===== src/rtl/reg_file_pkg.sv =====
// ============================================================================
// Module      : reg_file_pkg
// Description : Shared defaults and clear-engine state encoding for reg_file_mp.
// Revision    : 1.0 - initial release
// ============================================================================
`default_nettype none

package reg_file_pkg;

    localparam int XLEN_DEF = 32;
    localparam int NREG_DEF = 32;

    localparam logic [1:0] ST_IDLE  = 2'd0;
    localparam logic [1:0] ST_CLEAR = 2'd1;
    localparam logic [1:0] ST_DONE  = 2'd2;

endpackage

`default_nettype wire


===== src/rtl/reg_file_clr_fsm.sv =====
// ============================================================================
// Module      : reg_file_clr_fsm
// Description : Sequential clear engine; walks every entry once, then pulses done.
// Revision    : 1.0 - initial release
// ============================================================================
`default_nettype none

module reg_file_clr_fsm
    import reg_file_pkg::*;
#(
    parameter int NREG = NREG_DEF,
    localparam int AW  = $clog2(NREG)
) (
    input  logic          i_clk,
    input  logic          i_reset_n,
    input  logic          i_clr_req,
    output logic          o_busy,
    output logic          o_clr_done,
    output logic          o_clr_we,
    output logic [AW-1:0] o_clr_addr
);

    typedef enum logic [1:0] {
        S_IDLE  = ST_IDLE,
        S_CLEAR = ST_CLEAR,
        S_DONE  = ST_DONE
    } state_t;

    localparam logic [AW-1:0] c_last_idx = AW'(NREG - 1);

    state_t        r_state;
    state_t        w_state_next;
    logic [AW-1:0] r_idx;
    logic [AW-1:0] w_idx_next;

    always_ff @(posedge i_clk or negedge i_reset_n) begin
        if (!i_reset_n) begin
            r_state <= S_IDLE;
            r_idx   <= '0;
        end else begin
            r_state <= w_state_next;
            r_idx   <= w_idx_next;
        end
    end

    // DONE never looks at the request, so a held request costs one idle cycle.
    always_comb begin
        w_state_next = r_state;
        w_idx_next   = r_idx;
        case (r_state)
            S_IDLE: begin
                if (i_clr_req) begin
                    w_state_next = S_CLEAR;
                    w_idx_next   = '0;
                end
            end
            S_CLEAR: begin
                if (r_idx == c_last_idx) begin
                    w_state_next = S_DONE;
                    w_idx_next   = '0;
                end else begin
                    w_idx_next = r_idx + 1'b1;
                end
            end
            S_DONE:  w_state_next = S_IDLE;
            default: w_state_next = S_IDLE;
        endcase
    end

    assign o_busy     = (r_state == S_CLEAR);
    assign o_clr_done = (r_state == S_DONE);
    assign o_clr_we   = (r_state == S_CLEAR);
    assign o_clr_addr = r_idx;

endmodule

`default_nettype wire


===== src/rtl/reg_file_mp.sv =====
// ============================================================================
// Module      : reg_file_mp
// Description : 2-read / 2-write register file with sequential clear engine.
//               Optional macro REG_FILE_MP_BYPASS_EN enables write-through reads.
// Revision    : 1.0 - initial release
// ============================================================================
`default_nettype none

module reg_file_mp
    import reg_file_pkg::*;
#(
    parameter int XLEN     = XLEN_DEF,
    parameter int NREG     = NREG_DEF,
    parameter int ZERO_REG = 1,
    localparam int AW      = $clog2(NREG)
) (
    input  logic            clk,
    input  logic            reset_n,
    input  logic [AW-1:0]   ra,
    input  logic [AW-1:0]   rb,
    output logic [XLEN-1:0] douta,
    output logic [XLEN-1:0] doutb,
    input  logic            we0,
    input  logic [AW-1:0]   rw0,
    input  logic [XLEN-1:0] din0,
    input  logic            we1,
    input  logic [AW-1:0]   rw1,
    input  logic [XLEN-1:0] din1,
    input  logic            clr_req,
    output logic            busy,
    output logic            clr_done
);

    logic [XLEN-1:0] r_mem [NREG];
    logic            w_busy;
    logic            w_clr_we;
    logic [AW-1:0]   w_clr_addr;

    reg_file_clr_fsm #(
        .NREG (NREG)
    ) u_clr_fsm (
        .i_clk      (clk),
        .i_reset_n  (reset_n),
        .i_clr_req  (clr_req),
        .o_busy     (w_busy),
        .o_clr_done (clr_done),
        .o_clr_we   (w_clr_we),
        .o_clr_addr (w_clr_addr)
    );

    assign busy = w_busy;

    // Clear beats external writes; port 1 beats port 0 on the same address.
    always_ff @(posedge clk or negedge reset_n) begin
        if (!reset_n) begin
            for (int i = 0; i < NREG; i++) begin
                r_mem[i] <= '0;
            end
        end else begin
            for (int i = 0; i < NREG; i++) begin
                if (ZERO_REG != 0 && i == 0) begin
                    r_mem[i] <= '0;
                end else if (w_clr_we && w_clr_addr == AW'(i)) begin
                    r_mem[i] <= '0;
                end else if (!w_busy && we1 && rw1 == AW'(i)) begin
                    r_mem[i] <= din1;
                end else if (!w_busy && we0 && rw0 == AW'(i)) begin
                    r_mem[i] <= din0;
                end
            end
        end
    end

`ifdef REG_FILE_MP_BYPASS_EN
    logic w_byp_ok_a;
    logic w_byp_ok_b;

    assign w_byp_ok_a = !w_busy && !(ZERO_REG != 0 && ra == '0);
    assign w_byp_ok_b = !w_busy && !(ZERO_REG != 0 && rb == '0);

    always_comb begin
        douta = r_mem[ra];
        if (w_byp_ok_a && we1 && rw1 == ra) begin
            douta = din1;
        end else if (w_byp_ok_a && we0 && rw0 == ra) begin
            douta = din0;
        end
    end

    always_comb begin
        doutb = r_mem[rb];
        if (w_byp_ok_b && we1 && rw1 == rb) begin
            doutb = din1;
        end else if (w_byp_ok_b && we0 && rw0 == rb) begin
            doutb = din0;
        end
    end
`else
    assign douta = r_mem[ra];
    assign doutb = r_mem[rb];
`endif

endmodule

`default_nettype wire

===== config.mk =====
export PLATFORM = sky130hd
export DESIGN_NAME = reg_file_mp
export DESIGN_NICKNAME = d
export VERILOG_FILES = /design/src/rtl/reg_file_pkg.sv /design/src/rtl/reg_file_clr_fsm.sv /design/src/rtl/reg_file_mp.sv
export SDC_FILE = /design/constraint.sdc
export NUM_CORES = 2
export LEC_CHECK = 0
export BUFFER_PORTS_ARGS = -buffer_cell sky130_fd_sc_hd__buf_2
export CORE_ASPECT_RATIO = 1.75
export CORE_UTILIZATION = 50
export DETAILED_ROUTE_END_ITERATION = 10
export GPL_TIMING_DRIVEN = 0
export HOLD_SLACK_MARGIN = 0.03
export PLACE_DENSITY = 0.78
export SYNTH_ARGS = -nofsm -noshare
export SYNTH_HDL_FRONTEND = slang
export SYNTH_SLANG_ARGS = --single-unit

===== constraint.sdc =====
create_clock -name clk -period 2.3 [get_ports clk]
set_input_delay 0.345 -clock clk [delete_from_list [all_inputs] [get_ports clk]]
set_output_delay 0.345 -clock clk [all_outputs]
set_load 0.05 [all_outputs]

# [Word-level counts from Yosys, hierarchy flattened]
# Index checks and enable logic that the tools add are counted.
[op_classes] addsub=1 mul=0 div_mod_pow=0 magnitude_cmp=2 n_eq_ne=97 shifts=0 n_mux=105 n_bitwise=2 n_reduce_logical=131
[op_table] cell="$mux 32" count=97
[op_table] cell="$bmux 32 s5" count=2
[op_table] cell="$eq 5x5->1 const B" count=48
[op_table] cell="$eq 5x4->1 const B" count=24
[op_table] cell="$logic_and 1x1->1" count=95
[op_table] cell="$reduce_bool 3->1" count=31
[op_table] cell="$eq 5x3->1 const B" count=12
[op_table] cell="$eq 5x2->1 const B" count=6
[op_table] cell="$eq 5x1->1 const B" count=3
[op_table] cell="$ge 6x6->1 const B" count=2
[op_table] cell="$not 5->6" count=2
[op_table] cell="$mux 5" count=2
[op_table] cell="$pmux 5 s2" count=1
[op_table] cell="$add 5x1->5 const B" count=1
[op_table] cell="$mux 2" count=2
[op_table] cell="$pmux 2 s2" count=1
[op_table] cell="$reduce_and 2->1" count=2
[op_table] cell="$eq 2x1->1 const B" count=1
[op_table] cell="$eq 2x2->1 const B" count=1
[op_table] cell="$logic_not 2->1" count=1
[op_table] cell="$ne 2x1->1 const B" count=1
[op_table] cell="$ne 2x2->1 const B" count=1
[op_table] cell="$reduce_bool 2->1" count=1
[op_table] cell="$logic_not 1->1" count=1
[totals] register_bits=999 latchBits=0 ramBits=0 rom_bits=0 input_bits=89 out_inout_bits=66 elab_cells=371 mem_count=0

# [Longest topological paths before layout]
[logic_depth] word_depth=7 ltp_mapped=10

# [By module]
# A second synthesis with hierarchy kept.
[hier_totals] hier_cells=5068 hier_area_um2=63793.7
[by_module_without_submodules] module="reg_file_mp" n_inst=1 cells_each=5036 area_each_um2=63445.8 seq_area_each_um2=24823.8
[by_module_without_submodules] module="reg_file_clr_fsm" n_inst=1 cells_each=32 area_each_um2=347.8 seq_area_each_um2=175.2

# [Least setup slack after synthesis]
# OpenSTA, ideal clock, no wires.
[synth_timing] path_type="input -> output" from="input ra[0]" to="output douta[23]" t_arrival_ns=2.825 required_ns=1.955 slack_ns=-0.870 path_stages=9 path_buffers=5 cell_sequence="buf_2 buf_2 buf_2 buf_4 buf_4 mux2i_1 o22ai_1 a211oi_1 o31ai_1"
[synth_between] elab_chain_cells=4
[synth_lines] element="start, declared" line_no="reg_file_mp.sv:19" text="input logic [AW-1:0] ra,"
[synth_lines] element="$not 5->6 (implied by the code)" line_no="reg_file_mp.sv:99" text="assign douta = r_mem[ra];"
[synth_lines] element="$bmux 32 s5" line_no="reg_file_mp.sv:99"
[synth_lines] element="$mux 32 (implied by the code) (2 in a row)" line_no="reg_file_mp.sv:99"
[synth_lines] element="end, declared" line_no="reg_file_mp.sv:21" text="output logic [XLEN-1:0] douta,"
# No other way between the ends. The select of a mux whose other input is x is not followed.

# [Final worst setup path]
[layout_timing] from="register r_mem[339] in the netlist's numbering" to="output doutb[19]"
[layout_between] elab_chain_cells=3
[layout_lines] element="start, declared" line_no="reg_file_mp.sv:34" text="logic [XLEN-1:0] r_mem [NREG];"
[layout_lines] element="start signal, assigned by index" line_no="reg_file_mp.sv:66" text="r_mem[i] <= din1;"
[layout_lines] element="start signal, assigned by index" line_no="reg_file_mp.sv:68" text="r_mem[i] <= din0;"
[layout_lines] element="$bmux 32 s5" line_no="reg_file_mp.sv:100" text="assign doutb = r_mem[rb];"
[layout_lines] element="$mux 32 (implied by the code) (2 in a row)" line_no="reg_file_mp.sv:100"
[layout_lines] element="end, declared" line_no="reg_file_mp.sv:22" text="output logic [XLEN-1:0] doutb,"
# No other way between the ends. The select of a mux whose other input is x is not followed.

==> flow_summary_export.csv <==
group,metric,value,unit
status,status,"finished with violations",
status,violations,"max-capacitance violations, max-slew violations, negative setup slack",
routing,routed_wirelength,322000,um
die,dieArea,0.130,mm2
clock_tree,clk_path_buf_depth,3,
clock_tree,clkLatencyLatePin,0.79,ns
place,routabilityCongestion,1.08,
sta,hold_violations,0,
sta,fin_crit_sh,152,%
routing,num_vias,57300,
synth,ys_seq_elements,999,
sta,fmax,0.286,GHz
setup_path,start_kind,"register",
synth,yosysUniqueCellTypes,42,
routing,vias_per_cell,7.69,
min_path,holdPathEnd,"r_mem[519]",
setup_path,rr_worst_depth,10,
routing,ant_nets,0,
clock_tree,cts.sinks,999,
sta,worstMarginPinSlew,1.63,ns
synth,ys_seq_area_share,38.9,%
synth,yosys.area.top_type,"dfrtp_1",
sta,rsz0062_at_grt,"true",
place,place_area,0.0686,mm2
min_path,hp-start,"din1[7]",
clock_tree,cts_root_buffer,"clkbuf_16",
synth,ys_top_cells_by_area,"dfrtp_1, mux2i_1, mux4_2, o2bb2ai_1, a22o_1",
sta,hold_ws,0.0150,ns
finish,most-common-layout-cells,"mux2i_1, dfrtp_1, o2bb2ai_1",
routing,drc,0,
synth,syn_nets,5296,
sta,setup_viol_count_final,707,
setup_path,cp_slowest_stage_delay,0.59,ns
sta,maxSlewHeadroom,-8.92,%
place,portBuffers,146,
grt,grt_max_degree,151,
grt,overflow,0,
grt,gr-max-usage-layer,"met2",
grt,grt_pass1_wl,443000,um
grt,grt_use_met1,53.7,%
die,std_cell_rows,173,
min_path,min_path_type,"input pin to register",
routing,drt_iter0_drc,8744,
clock_tree,cts_buffers,97,
grt,globalRouteTotalUtil,48.9,%
place,pre_cts_ws,-2.15,ns
die,coreArea,0.127,mm2
sta,period_needed,3.49,ns
die,die_h,476,um
finish,final_design_area_no_fill,0.0797,mm2
run,drv_cap,1,
die,chipWidth,273,um
synth,avgSynthCellArea,12.4,um2
setup_path,critPathArrivalTime,3.15,ns
setup_path,ff2ff_setup_slack,-0.15,ns
setup_path,crit_slowest_cell,"mux4_2",
routing,drt-pass1-iter-count,8,
sta,worst_slack,-1.19,ns
setup_path,crit_path_end_kind,"output pin",
sta,fin_worst_skew,0.0228,ns
grt,use_met2,72.3,%
clock_tree,cts_tree,"built",
place,dp_hpwl,225000,um
die,start_util,50.5,%
setup_path,crit_type,"register to output pin",
finish,drive_gt1_share,34.6,%
finish,layout_commonest_cell,"mux2i_1",
setup_path,regToRegStartpoint,"u_clr_fsm.r_state[0]",
setup_path,crit_family,"compound AO/OA/AOI/OAI gates",
finish,fin_nets,5795,
die,ios,155,
setup_path,crit_chain,"mux4_2 > a22o_1 > o21ai_4 > o31ai_4 > buf_6",
synth,ys_warn_count,0,
grt,met3_usage,16.7,%
setup_path,r2r_end,"r_mem[268]",
power_and_ir_drop,powerDensity,822,mW/mm2
synth,yosysTopAreaCellShare,38.9,%
synth,syn-instance-count,5200,
grt,grt_pass1_vias,56300,
sta,slew_violations,11,
grt,antenna_found_initial,19,
setup_path,path_max_fanout,3,
setup_path,cp.required,1.96,ns
synth,synthesis.area,0.0643,mm2
finish,area_growth,24.0,%
clock_tree,htree_levels,3,
power_and_ir_drop,leakage,30.4,nW
clock_tree,clk_transition_reported_paths,0.07,ns
routing,wl_per_cell,43.2,um
setup_path,cp.buffers_inverters,1,
setup_path,path_depth,5,
min_path,hold_depth,3,
power_and_ir_drop,vdd_drop_max,0.592,mV
==> synth_stat cells, drive strengths merged <==
cell type / n
inv: 7
mux2i: 1186
nand2b: 19
o21bai: 1
nor2: 25
and4: 2
dfrtp: 999
and3b: 1
mux2: 64
o2bb2ai: 890
o21ai: 66
ha: 7
nor2b: 12
o22ai: 64
a21oi: 81
and3: 2
or4bb: 4
a22o: 194
a221oi: 1
nand2: 14
a211oi: 189
mux4: 384
and2: 70
nor3: 67
or2: 11
nand4b: 3
clkbuf: 444
nand3: 2
o31ai: 64
buf: 287
nor4: 40
==> layer usage <==
metal  share of wire [%]  wire (um)
met5               0.032        102
met4                  13      41300
met3                  11      36900
met2                  44     142000
met1                  32     102000
==> through the flow <==
| stage | power, mW | setup TNS (ns) | utilization (%) | instances |
|---|---|---|---|---|
| after floorplan | 35.6 | -0.236 | - | 5200 |
| after global placement | 41.7 | - | 53.7 | 7008 |
| after detailed placement | 42.3 | -1060.68 | 53.9 | 7016 |
| after CTS | 62.5 | -44.54 | 60.5 | 7317 |
| after global routing | 66.5 | -184.36 | 62.6 | 7444 |
| final | 65.6 | -126.07 | 62.6 | 7454 |
==> registers in the layout, summed over array words and instances (netlist names) <==
register / flops
u_clr_fsm.o_clr_addr: 5
u_clr_fsm.r_state: 2
r_mem: 992
==> power breakdown <==
part	internal (mW)	leakage [nW]	switching, mW	total, mW
Clock	10.4	1.71	8.25	18.7
Sequential	21.3	13.7	3.62	24.9
Combinational	9.80	15.0	12.1	22.0
Total	41.5	30.4	24.0	65.6
==> how the worst max path moves through the flow <==
stage / startpoint / endpoint / slack, ns
after floorplan: rb[0] / doutb[23] / -0.02
after global placement: reset_n / r_mem[792] / -21.67
after detailed placement: rb[2] / doutb[30] / -2.15
after CTS: r_mem[276] / douta[20] / -0.75
after global routing: r_mem[339] / doutb[19] / -1.09
final: r_mem[339] / doutb[19] / -1.19
==> cell families (layout without fill, tap and decap cells) <==
| group | after synthesis | after routing | synth area share (%) |
|---|---|---|---|
| other | 0 | 12 | 0 |
| buffers and inverters | 738 | 1318 | 5.13 |
| adders and majority gates | 7 | 7 | 0.136 |
| muxes | 1634 | 1634 | 33.0 |
| AOI/OAI and AO/OA | 1550 | 1550 | 19.7 |
| and+or+nand+nor | 272 | 272 | 3.11 |
| DFF | 999 | 999 | 38.9 |
==> final cells by class <==
cell class                      instances  area [um2]
Clock buffer                          125        2750
Tap cell                             1662        2080
Sequential cell                       999       25000
Fill cell                            9596       47600
Buffer                                730        4790
Antenna cell                           12        30.0
Multi-Input combinational cell       3463       40300
Clock inverter                         55         795
Inverter                                7        33.8
Timing Repair Buffer                  401        3960
==> repair_timing <==
item,4_1_cts,5_1_grt
hold endpoints to repair,154,157
gates resized for setup,804,485
pin swaps,135,89
setup endpoints to repair,1205,1066
hold buffers,12,1
setup buffers,103,116
cloned,7,11
==> worst reg2reg max path, cell delays in order, from the launching register on <==
cell       delay [ns]
dfrtp_1          0.40
nor2b_4          0.16
buf_12           0.14
buf_12           0.16
nor3_4           0.55
buf_4            0.24
buf_6            0.11
a211oi_4         0.07
buf_12           0.21
buf_12           0.15
o2bb2ai_1        0.13
Power figures use the tool's default switching activity.
